--- src/rtl/wb_arbiter.sv ---
// Register-file writeback arbiter: integer results write directly, FPU results
// queue in a small FIFO and drain on cycles the integer pipe leaves idle.
module wb_arbiter #(
  parameter int FIFO_DEPTH = 2
) (
  input  logic        clk,
  input  logic        rst,
  input  logic        int_valid,
  input  logic [4:0]  int_rd,
  input  logic [31:0] int_data,
  input  logic        fpu_valid,
  output logic        fpu_ready,
  input  logic [4:0]  fpu_rd,
  input  logic [31:0] fpu_data,
  input  logic        issue_valid,
  input  logic [4:0]  issue_rd,
  input  logic [4:0]  q_rs1,
  input  logic [4:0]  q_rs2,
  output logic        hazard,
  output logic        rf_we,
  output logic [4:0]  rf_a3,
  output logic [31:0] rf_wd3
);

  localparam int PTR_W = (FIFO_DEPTH > 1) ? $clog2(FIFO_DEPTH) : 1;
  localparam int CNT_W = $clog2(FIFO_DEPTH + 1);

  logic [4:0]       r_fifo_rd   [FIFO_DEPTH];
  logic [31:0]      r_fifo_data [FIFO_DEPTH];
  logic [PTR_W-1:0] r_wptr;
  logic [PTR_W-1:0] r_rptr;
  logic [CNT_W-1:0] r_count;
  logic [31:0]      r_busy;
  logic             r_we;
  logic [4:0]       r_a3;
  logic [31:0]      r_wd3;

  logic        w_full;
  logic        w_push;
  logic        w_pop;
  logic        w_int_take;
  logic [4:0]  w_head_rd;
  logic [31:0] w_head_data;
  logic [31:0] w_busy_next;

  assign w_full      = (r_count == CNT_W'(FIFO_DEPTH));
  assign fpu_ready   = !w_full && !rst;
  assign w_push      = fpu_valid && fpu_ready;
  assign w_int_take  = int_valid && (int_rd != 5'd0);
  // The pop decision uses the pre-edge count, so an entry is never popped at its push edge.
  assign w_pop       = (r_count != '0) && !w_int_take;
  assign w_head_rd   = r_fifo_rd[r_rptr];
  assign w_head_data = r_fifo_data[r_rptr];

  // NOTE: every variable assigned in always_comb gets a default first; otherwise a latch is inferred.
  always_comb begin
    w_busy_next = r_busy;
    if (w_pop) w_busy_next[w_head_rd] = 1'b0;
    if (issue_valid && (issue_rd != 5'd0)) w_busy_next[issue_rd] = 1'b1;
    w_busy_next[0] = 1'b0;
  end

  assign hazard = r_busy[q_rs1] | r_busy[q_rs2];
  assign rf_we  = r_we;
  assign rf_a3  = r_a3;
  assign rf_wd3 = r_wd3;

  // NOTE: FIFO storage has no reset; validity is tracked by r_count, so stale contents are never read.
  always_ff @(posedge clk) begin
    if (w_push) begin
      r_fifo_rd[r_wptr]   <= fpu_rd;
      r_fifo_data[r_wptr] <= fpu_data;
    end
  end

  // NOTE: sequential state uses non-blocking assignments so all registers update from pre-edge values.
  always_ff @(posedge clk) begin
    if (rst) begin
      r_wptr  <= '0;
      r_rptr  <= '0;
      r_count <= '0;
      r_busy  <= '0;
      r_we    <= 1'b0;
      r_a3    <= 5'd0;
      r_wd3   <= 32'd0;
    end else begin
      r_busy <= w_busy_next;
      if (w_push) r_wptr <= r_wptr + 1'b1;
      if (w_pop)  r_rptr <= r_rptr + 1'b1;
      case ({w_push, w_pop})
        2'b10:   r_count <= r_count + 1'b1;
        2'b01:   r_count <= r_count - 1'b1;
        default: r_count <= r_count;
      endcase

      if (w_int_take) begin
        r_we  <= 1'b1;
        r_a3  <= int_rd;
        r_wd3 <= int_data;
      end else if (w_pop) begin
        r_we  <= (w_head_rd != 5'd0);
        r_a3  <= w_head_rd;
        r_wd3 <= w_head_data;
      end else begin
        r_we  <= 1'b0;
      end
    end
  end

endmodule

--- config.mk ---
export PLATFORM = sky130hd
export DESIGN_NAME = wb_arbiter
export DESIGN_NICKNAME = d
export VERILOG_FILES = /design/src/rtl/wb_arbiter.sv
export SDC_FILE = /design/constraint.sdc
export NUM_CORES = 1
export LEC_CHECK = 0
export CELL_PAD_IN_SITES_DETAIL_PLACEMENT = 1
export CELL_PAD_IN_SITES_GLOBAL_PLACEMENT = 1
export CORE_MARGIN = 2
export CORE_UTILIZATION = 37
export CTS_BUF_LIST = sky130_fd_sc_hd__clkbuf_4
export CTS_CLUSTER_DIAMETER = 150
export CTS_CLUSTER_SIZE = 40
export DETAILED_ROUTE_END_ITERATION = 10
export GPL_ROUTABILITY_DRIVEN = 0
export PLACE_DENSITY_LB_ADDON = 0.15
export SLEW_MARGIN = 20
export SYNTH_ARGS = -nofsm -noshare
export SYNTH_HDL_FRONTEND = slang
export SYNTH_SLANG_ARGS = --single-unit
--- constraint.sdc ---
create_clock -name clk -period 2.8 [get_ports clk]
set_input_delay 0.7 -clock clk [delete_from_list [all_inputs] [get_ports clk]]
set_output_delay 0.7 -clock clk [all_outputs]
set_load 0.05 [all_outputs]
==> out/summary.txt <==
max-capacitance violation count - 0
Clk pwr share - 21.1%
initial drt markers - 185
area added between synthesis and finish - 33.6%
Non-Filler Instances - 957
internal power - 3.90 mW
placed cells - 918
CP required - 2.10 ns
combinational group share of total power - 36.2%
fin. max-slew vios - 0
Core Rows - 47
Slowest cell on crit path - mux4_2
antenna violations before repair - 0
Synth area leaders - edfxtp_1, dfxtp_1, mux2i_1
most frequent cells in the layout - clkdlybuf4s50_1, nor2_1, edfxtp_1
routed wire length - 17.1 mm
Max stage delay on crit path - 0.50 ns
CTS Buf Count - 17
Vias/cell - 5.20
kind of end point of the critical path - output port
gr usage total - 19.8%
Hold Crit Class - register to register
Min-Delay Path Depth - 2
setup violators final - 1
clock tree root driver cell - clkbuf_4
Worst path depth - 6
Reg2Reg Depth - 5
# H-tree levels - 4
vias in the first global route - 5359
post-synth design cell area - 0.00626 mm2
Post-synth EDFFs - 74
max layer used - met4
status - finished with violations
switching part of the total - 36.9%
Max IR drop VDD - 0.000371 V
worst setup margin - -0.172 ns
grt total ovfl - 0
Worst-Margin Slew - 0.803 ns
Area after DPL - 0.00802 mm2
Slew Limit Headroom - 44.9%
Final ANT Viol Nets - 0
post-synth top area share - 35.5%
Final #Nets - 819
library cells used by synthesis - 41
Num Clock Sinks - 148
Post-CTS Hold Buffers - 0
Hold Fails Final Rpt - 0
Yosys reg bits - 148
Post-Syn Area per Cell - 11.0 um2
RSZ-0062 raised after global routing - yes
die area - 0.0180 mm2
antenna cells - 0
layout cells sized above 1 - 14.0%
met3 WL - 899 um
asr flop ratio synth - 0%
TritonCTS clock tree - yes
first-pass GRT wire length - 27.9 mm
Syn. warnings - 0
Largest delay share family, worst path - multiplexers
post-layout min period - 2.97 ns
Main synth FF type - edfxtp_1
CP Launch Type - input port
commonest non-fill, non-tap cell in the layout - clkdlybuf4s50_1
PortBufs - 133
sequential power share - 42.7%
Worst EP arrival - 2.27 ns
Met2 Routed Length - 8.71 mm
Met1 Wirelength - 7.25 mm
Mapped Cells - 567
Achievable Freq - 0.336 GHz
die width - 134 um
Synth Net Count - 662
Seq/Total Area, Yosys - 59.2%
skew final - 0.0199 ns
DRC viols - 0
critical path peak fanout - 2
DR vias - 4981
final core occ - 50.4%
final instance area - 0.00836 mm2
largest net degree at the start of global routing - 75
post-DP HPWL - 12.2 mm
violated checks - setup timing
Initial Util - 37.7%
Reg clk slew, reported paths - 0.12 ns
P_sw - 2.28 mW
Pleak - 2.81 nW
CP Cell Sequence - dlygate4sd2_1 -> mux4_2 -> a32o_1 -> nor4_2 -> nand4_1 -> buf_6
worst path bufs/invs - 2
core area - 0.0166 mm2
routed length per instance - 17.9 um
drt first pass iters - 4
period utilisation layout - 106%
Power Density - 739 mW/mm2
post-synth top area cell - edfxtp_1
Die Height - 134 um
Worst Setup Path Type - input port to output port
maximum root-to-sink buffer count - 2
clock latency on the worst-skew pair - 0.55 ns
I/O Pins - 134
## power groups by stage
stage | Combinational, mW | Clock [mW] | Sequential (mW)
5_1_grt | 2.44 | 1.45 | 2.67
3_3_place_gp | 2.19 | 0 | 2.68
3_5_place_dp | 2.24 | 0 | 2.69
2_1_floorplan | 1.12 | 0 | 3.02
4_1_cts | 2.26 | 1.35 | 2.64
6_report | 2.23 | 1.30 | 2.64
## worst register-to-register path: cells and delay by family (launching register included)
kind,cells,cell delay [ns]
AO/OA/AOI/OAI,2,0.34
AND/OR/NAND/NOR,2,0.64
multiplexers,1,0.43
flip-flops,1,0.61
## area by class of cell
cell class / count / area (um2)
fill: 1826 / 8220
timing repair buffer: 177 / 1690
clock inverter: 14 / 138
multi-input combinational: 377 / 2410
sequential: 148 / 3710
tap: 220 / 275
clock buffer: 18 / 135
inverter: 3 / 11.3
## synthesized netlist by cell type (3+ instances only)
cell type	count
inv_1	3
a21oi_1	71
a211oi_1	35
nand3_1	3
or3_1	3
buf_1	6
nand4_1	3
nand2_1	42
mux4_2	13
nand2b_1	4
nand3b_1	4
dfxtp_1	74
o21ai_0	11
nor2_1	87
o21ai_1	24
mux2_2	3
nor2b_1	6
clkbuf_1	26
edfxtp_1	74
buf_2	6
mux2i_1	39
## state kept, by name (all words and copies together) (netlist names), named ones only
register and cells:
r_wptr 1, r_busy 31, r_fifo_rd 10, rf_we 1, r_count 2, rf_a3 5, r_rptr 1, r_fifo_data 64
rf_wd3 32
## through the flow
step | power [mW] | hold slack [ns] | setup TNS, ns | setup slack, ns
after detailed placement | 4.93 | 0.502 | -9.38 | -0.639
after floorplan | 4.14 | 0.461 | -0.179 | -0.179
after global placement | 4.86 | 0.492 | -7.23 | -0.571
final | 6.18 | 0.526 | -0.172 | -0.172
after CTS | 6.26 | 0.518 | -0.219 | -0.219
after global routing | 6.56 | 0.553 | -0.284 | -0.284
## worst paths after layout
| check | to | slack, ns | from |
|---|---|---|---|
| setup reg to reg | r_busy[4] | 0.66 | register |
| hold reg to reg | r_busy[16] | 0.53 | r_busy[16] |
| hold / removal | r_busy[16] | 0.53 | r_busy[16] |
| setup / recovery | hazard | -0.17 | q_rs1[1] |
## routing by layer
metal  vias to the layer above  global-route usage [%]
met3                        24                    5.63
met4                         0                    6.20
met5                         -                       0
met1                      2437                    23.7
li1                       2402                       -
met2                       118                    34.7
## what timing repair did
item                       4_1_cts  5_1_grt
gates resized for setup         18        1
pin swaps                        3        2
setup endpoints to repair        1        1
buffers inserted                 7        0
cloned                           0        0
## kinds of logic after synthesis
group / after synthesis / share of synthesized area, %
AOI/OAI and AO/OA: 149 / 13.8
xor gates and xnor gates: 4 / 0.560
adders and majority gates: 1 / 0.200
buffers and inverters: 42 / 2.76
DFF: 148 / 59.2
muxes: 55 / 11.5
and+or+nand+nor: 168 / 12.1
(Power assumes the default switching activity.)
